==> config.mk <==
export PLATFORM = sky130hd
export DESIGN_NAME = pf_vscroll
export DESIGN_NICKNAME = d
export VERILOG_FILES = /design/src/rtl/pf_pkg.sv /design/src/rtl/pf_vscroll_cnt.sv /design/src/rtl/pf_vscroll.sv
export SDC_FILE = /design/constraint.sdc
export NUM_CORES = 1
export LEC_CHECK = 0
export CORE_MARGIN = 2
export CORE_UTILIZATION = 50
export CTS_BUF_LIST = sky130_fd_sc_hd__clkbuf_8
export CTS_CLUSTER_DIAMETER = 100
export DETAILED_ROUTE_END_ITERATION = 8
export PLACE_DENSITY = 0.8
export SYNTH_ARGS = -nofsm -noshare
export SYNTH_HDL_FRONTEND = slang
export SYNTH_HIERARCHICAL = 1
export SYNTH_SLANG_ARGS = --single-unit
==> constraint.sdc <==
create_clock -name clk -period 1.6 [get_ports clk]
set_input_delay 0.24 -clock clk [delete_from_list [all_inputs] [get_ports clk]]
set_output_delay 0.24 -clock clk [all_outputs]
set_load 0.03 [all_outputs]
==> src/rtl/pf_pkg.sv <==
// Shared playfield vertical-scroll definitions.
// Default widths and the scroll value type.
package pf_pkg;

  localparam int SCROLL_W = 9;
  localparam int FINE_W   = 3;

  typedef logic [SCROLL_W-1:0] vscroll_t;

endpackage

==> src/rtl/pf_vscroll_cnt.sv <==
// Loadable, enabled, wrapping line counter.
// Emits a registered pulse when the fine field carries.
module pf_vscroll_cnt
  import pf_pkg::*;
#(
  parameter int SCROLL_W = pf_pkg::SCROLL_W,
  parameter int FINE_W   = pf_pkg::FINE_W
) (
  input  logic                clk,
  input  logic                reset,
  input  logic                load,
  input  logic [SCROLL_W-1:0] load_val,
  input  logic                inc,
  output logic [SCROLL_W-1:0] cnt,
  output logic                carry
);

  localparam logic [SCROLL_W-1:0] ONE = SCROLL_W'(1);

  logic [SCROLL_W-1:0] cnt_d, cnt_q;
  logic                tick_d, tick_q;

  // Load beats increment; carry only on an increment out of fine = max.
  always_comb begin
    cnt_d  = cnt_q;
    tick_d = 1'b0;
    if (load) begin
      cnt_d = load_val;
    end else if (inc) begin
      cnt_d  = cnt_q + ONE;
      tick_d = &cnt_q[FINE_W-1:0];
    end
  end

  // Counter and carry-pulse registers.
  always_ff @(posedge clk) begin
    if (reset) begin
      cnt_q  <= '0;
      tick_q <= 1'b0;
    end else begin
      cnt_q  <= cnt_d;
      tick_q <= tick_d;
    end
  end

  assign cnt   = cnt_q;
  assign carry = tick_q;

endmodule

==> src/rtl/pf_vscroll.sv <==
// Playfield vertical scroll: CPU shadow register
// applied at frame start, line counter per scanline.
module pf_vscroll
  import pf_pkg::*;
#(
  parameter int SCROLL_W = pf_pkg::SCROLL_W,
  parameter int FINE_W   = pf_pkg::FINE_W
) (
  input  logic                       clk,
  input  logic                       reset,
  input  logic                       scroll_we,
  input  logic [SCROLL_W-1:0]        scroll_data,
  input  logic                       vblank_end,
  input  logic                       hline_end,
  output logic [SCROLL_W-FINE_W-1:0] pf_row,
  output logic [FINE_W-1:0]          pf_fine,
  output logic                       row_tick,
  output logic                       scroll_pending
);

  logic [SCROLL_W-1:0] shadow_d, shadow_q;
  logic                pend_d, pend_q;
  logic [SCROLL_W-1:0] load_val;
  logic [SCROLL_W-1:0] cnt;

  // Shadow capture and pending flag; a write landing on
  // vblank_end bypasses the shadow and is applied at once.
  always_comb begin
    shadow_d = shadow_q;
    pend_d   = pend_q;
    if (scroll_we) shadow_d = scroll_data;
    if (vblank_end) pend_d = 1'b0;
    else if (scroll_we) pend_d = 1'b1;
    load_val = scroll_we ? scroll_data : shadow_q;
  end

  // Shadow and pending registers.
  always_ff @(posedge clk) begin
    if (reset) begin
      shadow_q <= '0;
      pend_q   <= 1'b0;
    end else begin
      shadow_q <= shadow_d;
      pend_q   <= pend_d;
    end
  end

  pf_vscroll_cnt #(
    .SCROLL_W (SCROLL_W),
    .FINE_W   (FINE_W)
  ) u_cnt (
    .clk      (clk),
    .reset    (reset),
    .load     (vblank_end),
    .load_val (load_val),
    .inc      (hline_end),
    .cnt      (cnt),
    .carry    (row_tick)
  );

  assign pf_row         = cnt[SCROLL_W-1:FINE_W];
  assign pf_fine        = cnt[FINE_W-1:0];
  assign scroll_pending = pend_q;

endmodule

==> key figures <==
Timing
  – Min Hold Slack: 495.1 ps
  – Final clock skew: 3.739 ps
  – Achievable Freq: 635.8 MHz
  – Period minus WS final: 1573 ps
  – Unrepaired setup endpoints after global routing: false
  – Final Hold Fails: 0
  – Finish-stage setup viols: 0
  – Max-slew headroom: 0.7839
  – Worst-Margin Slew: 322.7 ps
  – Pins Over Slew Limit: 0
  – Fin crit share: 0.9830

Clock network
  – TritonCTS buffer count: 3
  – Clock Path Buffers: 2
  – Root Buffer: clkbuf_8
  – Hold buffer count at cts: 0
  – CTS tree: done
  – H-tree levels: 1
  – Clk sinks: 20
  – Clk_lat worst skew: 250 ps
  – Clock slew at reported path FFs: 70 ps

Status
  – Status: completed

Place
  – HPWL after detailed placement: 1424 um
  – IO buf count: 24
  – GP Congestion: 0.8012

Routing
  – Vias/cell: 5.400
  – Final wirelength: 2044 um
  – Final ANT Viol Nets: 0
  – DR vias: 810
  – DRT Pass-1 Iters: 4
  – DRC: 0
  – DRT iter0 DRCs: 6
  – WL per Instance: 13.63 um

Synth
  – YS warnings: 6
  – Register area share after synthesis: 0.4040
  – Mapped Area: 991.0 um2
  – Post-Synthesis Cells: 95
  – Mapped Avg Cell Area: 10.43 um2
  – Post-synth cell types: 24
  – Net Count, Synth: 111
  – Register bit total from synthesis: 20

Die
  – IO Count: 25
  – Die area: 2354 um2
  – Die width: 48.52 um
  – Row cnt: 16
  – Chip Height: 48.52 um
  – Core region area: 1922 um2
  – Starting Density: 0.5156

Global route
  – GRT Total Usage: 0.1943
  – Gr ovfl total: 0
  – Initial antenna violation count: 0
  – Largest net degree at the start of global routing: 21
  – First-pass GRT wire length: 3594 um
  – Vias in the first global route: 805

Critical path
  – Worst-path maximum fanout: 4
  – Crit. End Element: register
  – Setup CP Type: in2reg
  – CP Data Arrival Time: 1750 ps
  – Crit start category: input pin
  – Worst EP required: 1770 ps

Layout
  – Most frequent cells in the layout: dfxtp_1 (20), clkdlybuf4s50_1 (17), mux2_4 (9), nor2b_1 (9), o211ai_1 (8)
  – Fillcell total: 161
  – Ratio of cells with drive above 1 in the final layout: 0.1870
  – Area delta synth->final: 35.48%
  – Commonest non-fill, non-tap cell in the layout: dfxtp_1
  – Diode count: 0
  – Fin nets: 140

Power and ir drop
  – Pwr dens: 861.1 nW/um2
  – Leak: 0.5728 nW
  – Peak VDD IR: 0.6565 mV
  – Overall Power: 0.001156 W

Min path
  – Hold Path Class: reg2reg

Job
  – MaxCap Viol Count: 0
[metrics by stage]
stage / setup WS (ps) / instances / util / TNS, ps / area (um2)
2_1_floorplan: 38.24 / 95 / - / 0 / 991.0
3_3_place_gp: -192.4 / 146 / 0.6660 / -763.0 / 1280
6_report: 27.19 / 150 / 0.6986 / 0 / 1343
4_1_cts: 0.7795 / 150 / 0.6914 / 0 / 1329
5_1_grt: 2.785 / 150 / 0.6986 / 0 / 1343
3_5_place_dp: -214.8 / 146 / 0.6660 / -822.5 / 1280
[path summary, 6_finish.rpt]
check	cells after the start	to	slack (ps)	from
max	4	u_cnt/cnt[7]$_SDFFE_PP0P_	30	hline_end
min reg2reg	2	scroll_pending$_SDFFE_PP0P_	500	scroll_pending$_SDFFE_PP0P_
max reg2reg	4	u_cnt/cnt[8]$_SDFFE_PP0P_	90	u_cnt/cnt[0]$_SDFFE_PP0P_
min	2	scroll_pending$_SDFFE_PP0P_	500	scroll_pending$_SDFFE_PP0P_
[metal layers]
layer	global-route usage	vias up	wire length, um	part of all wire
li1	-	402	-	-
met1	0.2451	384	912	0.45
met2	0.3218	22	1013	0.50
met3	0.04012	2	100	0.049
met4	0.08571	0	18	0.0088
met5	0	-	0	0
[cell families after synthesis]
group / count (synthesis) / synth area share
xor+xnor: 3 / 0.02652
compound gates: 16 / 0.1061
simple gates: 32 / 0.2020
flops: 20 / 0.4040
mux: 14 / 0.1894
buf+inv: 8 / 0.04671
fa+ha+maj: 2 / 0.02525
[cell type report]
type | instances | area (um2) | share of cell area
inverter | 3 | 11.26 | 0.008388
timing repair buffer | 29 | 289.0 | 0.2153
sequential | 20 | 400.4 | 0.2982
clock buffer | 4 | 55.05 | 0.04101
multi-input combinational | 67 | 553.0 | 0.4119
tap | 27 | 33.78 | 0.02516
[synth_stat cells (all sizes together)]
library cell | instances | area (um2)
nor3b | 5 | 37.54
nor2 | 4 | 15.01
xor2 | 1 | 8.760
a21oi | 6 | 30.03
o21a | 2 | 15.01
nor2b | 9 | 56.30
clkbuf | 2 | 7.510
ha | 2 | 25.02
and2 | 1 | 6.260
dfxtp | 20 | 400.4
o211ai | 8 | 60.06
or4 | 4 | 30.03
inv | 3 | 11.26
buf | 3 | 27.52
xnor2 | 2 | 17.52
nand2 | 1 | 3.750
nor3 | 1 | 5.000
or3b | 1 | 11.26
mux2i | 3 | 30.03
mux2 | 11 | 157.7
nand4 | 4 | 25.02
nand3 | 2 | 10.01
[critical path, stage by stage]
cell,delay (ps)
clkdlybuf4s50_1,480
or3b_4,400
or4_1,510
o211ai_1,110
[state kept, by name, indices dropped and copies added (netlist names)]
name            count
u_cnt/cnt           9
shadow_q            9
scroll_pending      1
u_cnt/carry         1
[timing repair]
item                                    4_1_cts  5_1_grt
pin swaps                                     0        0
cloned                                        0        0
buffers inserted                              0        0
resized for setup                             5        4
endpoints found under the setup margin        5        6
[power breakdown]
part,switching [W],leakage (nW),internal (W)
sequential,0.0000241,0.165,0.000528
clock,0.000157,0.0288,0.000218
combinational,0.000104,0.379,0.000125
(Power assumes the default switching activity.)
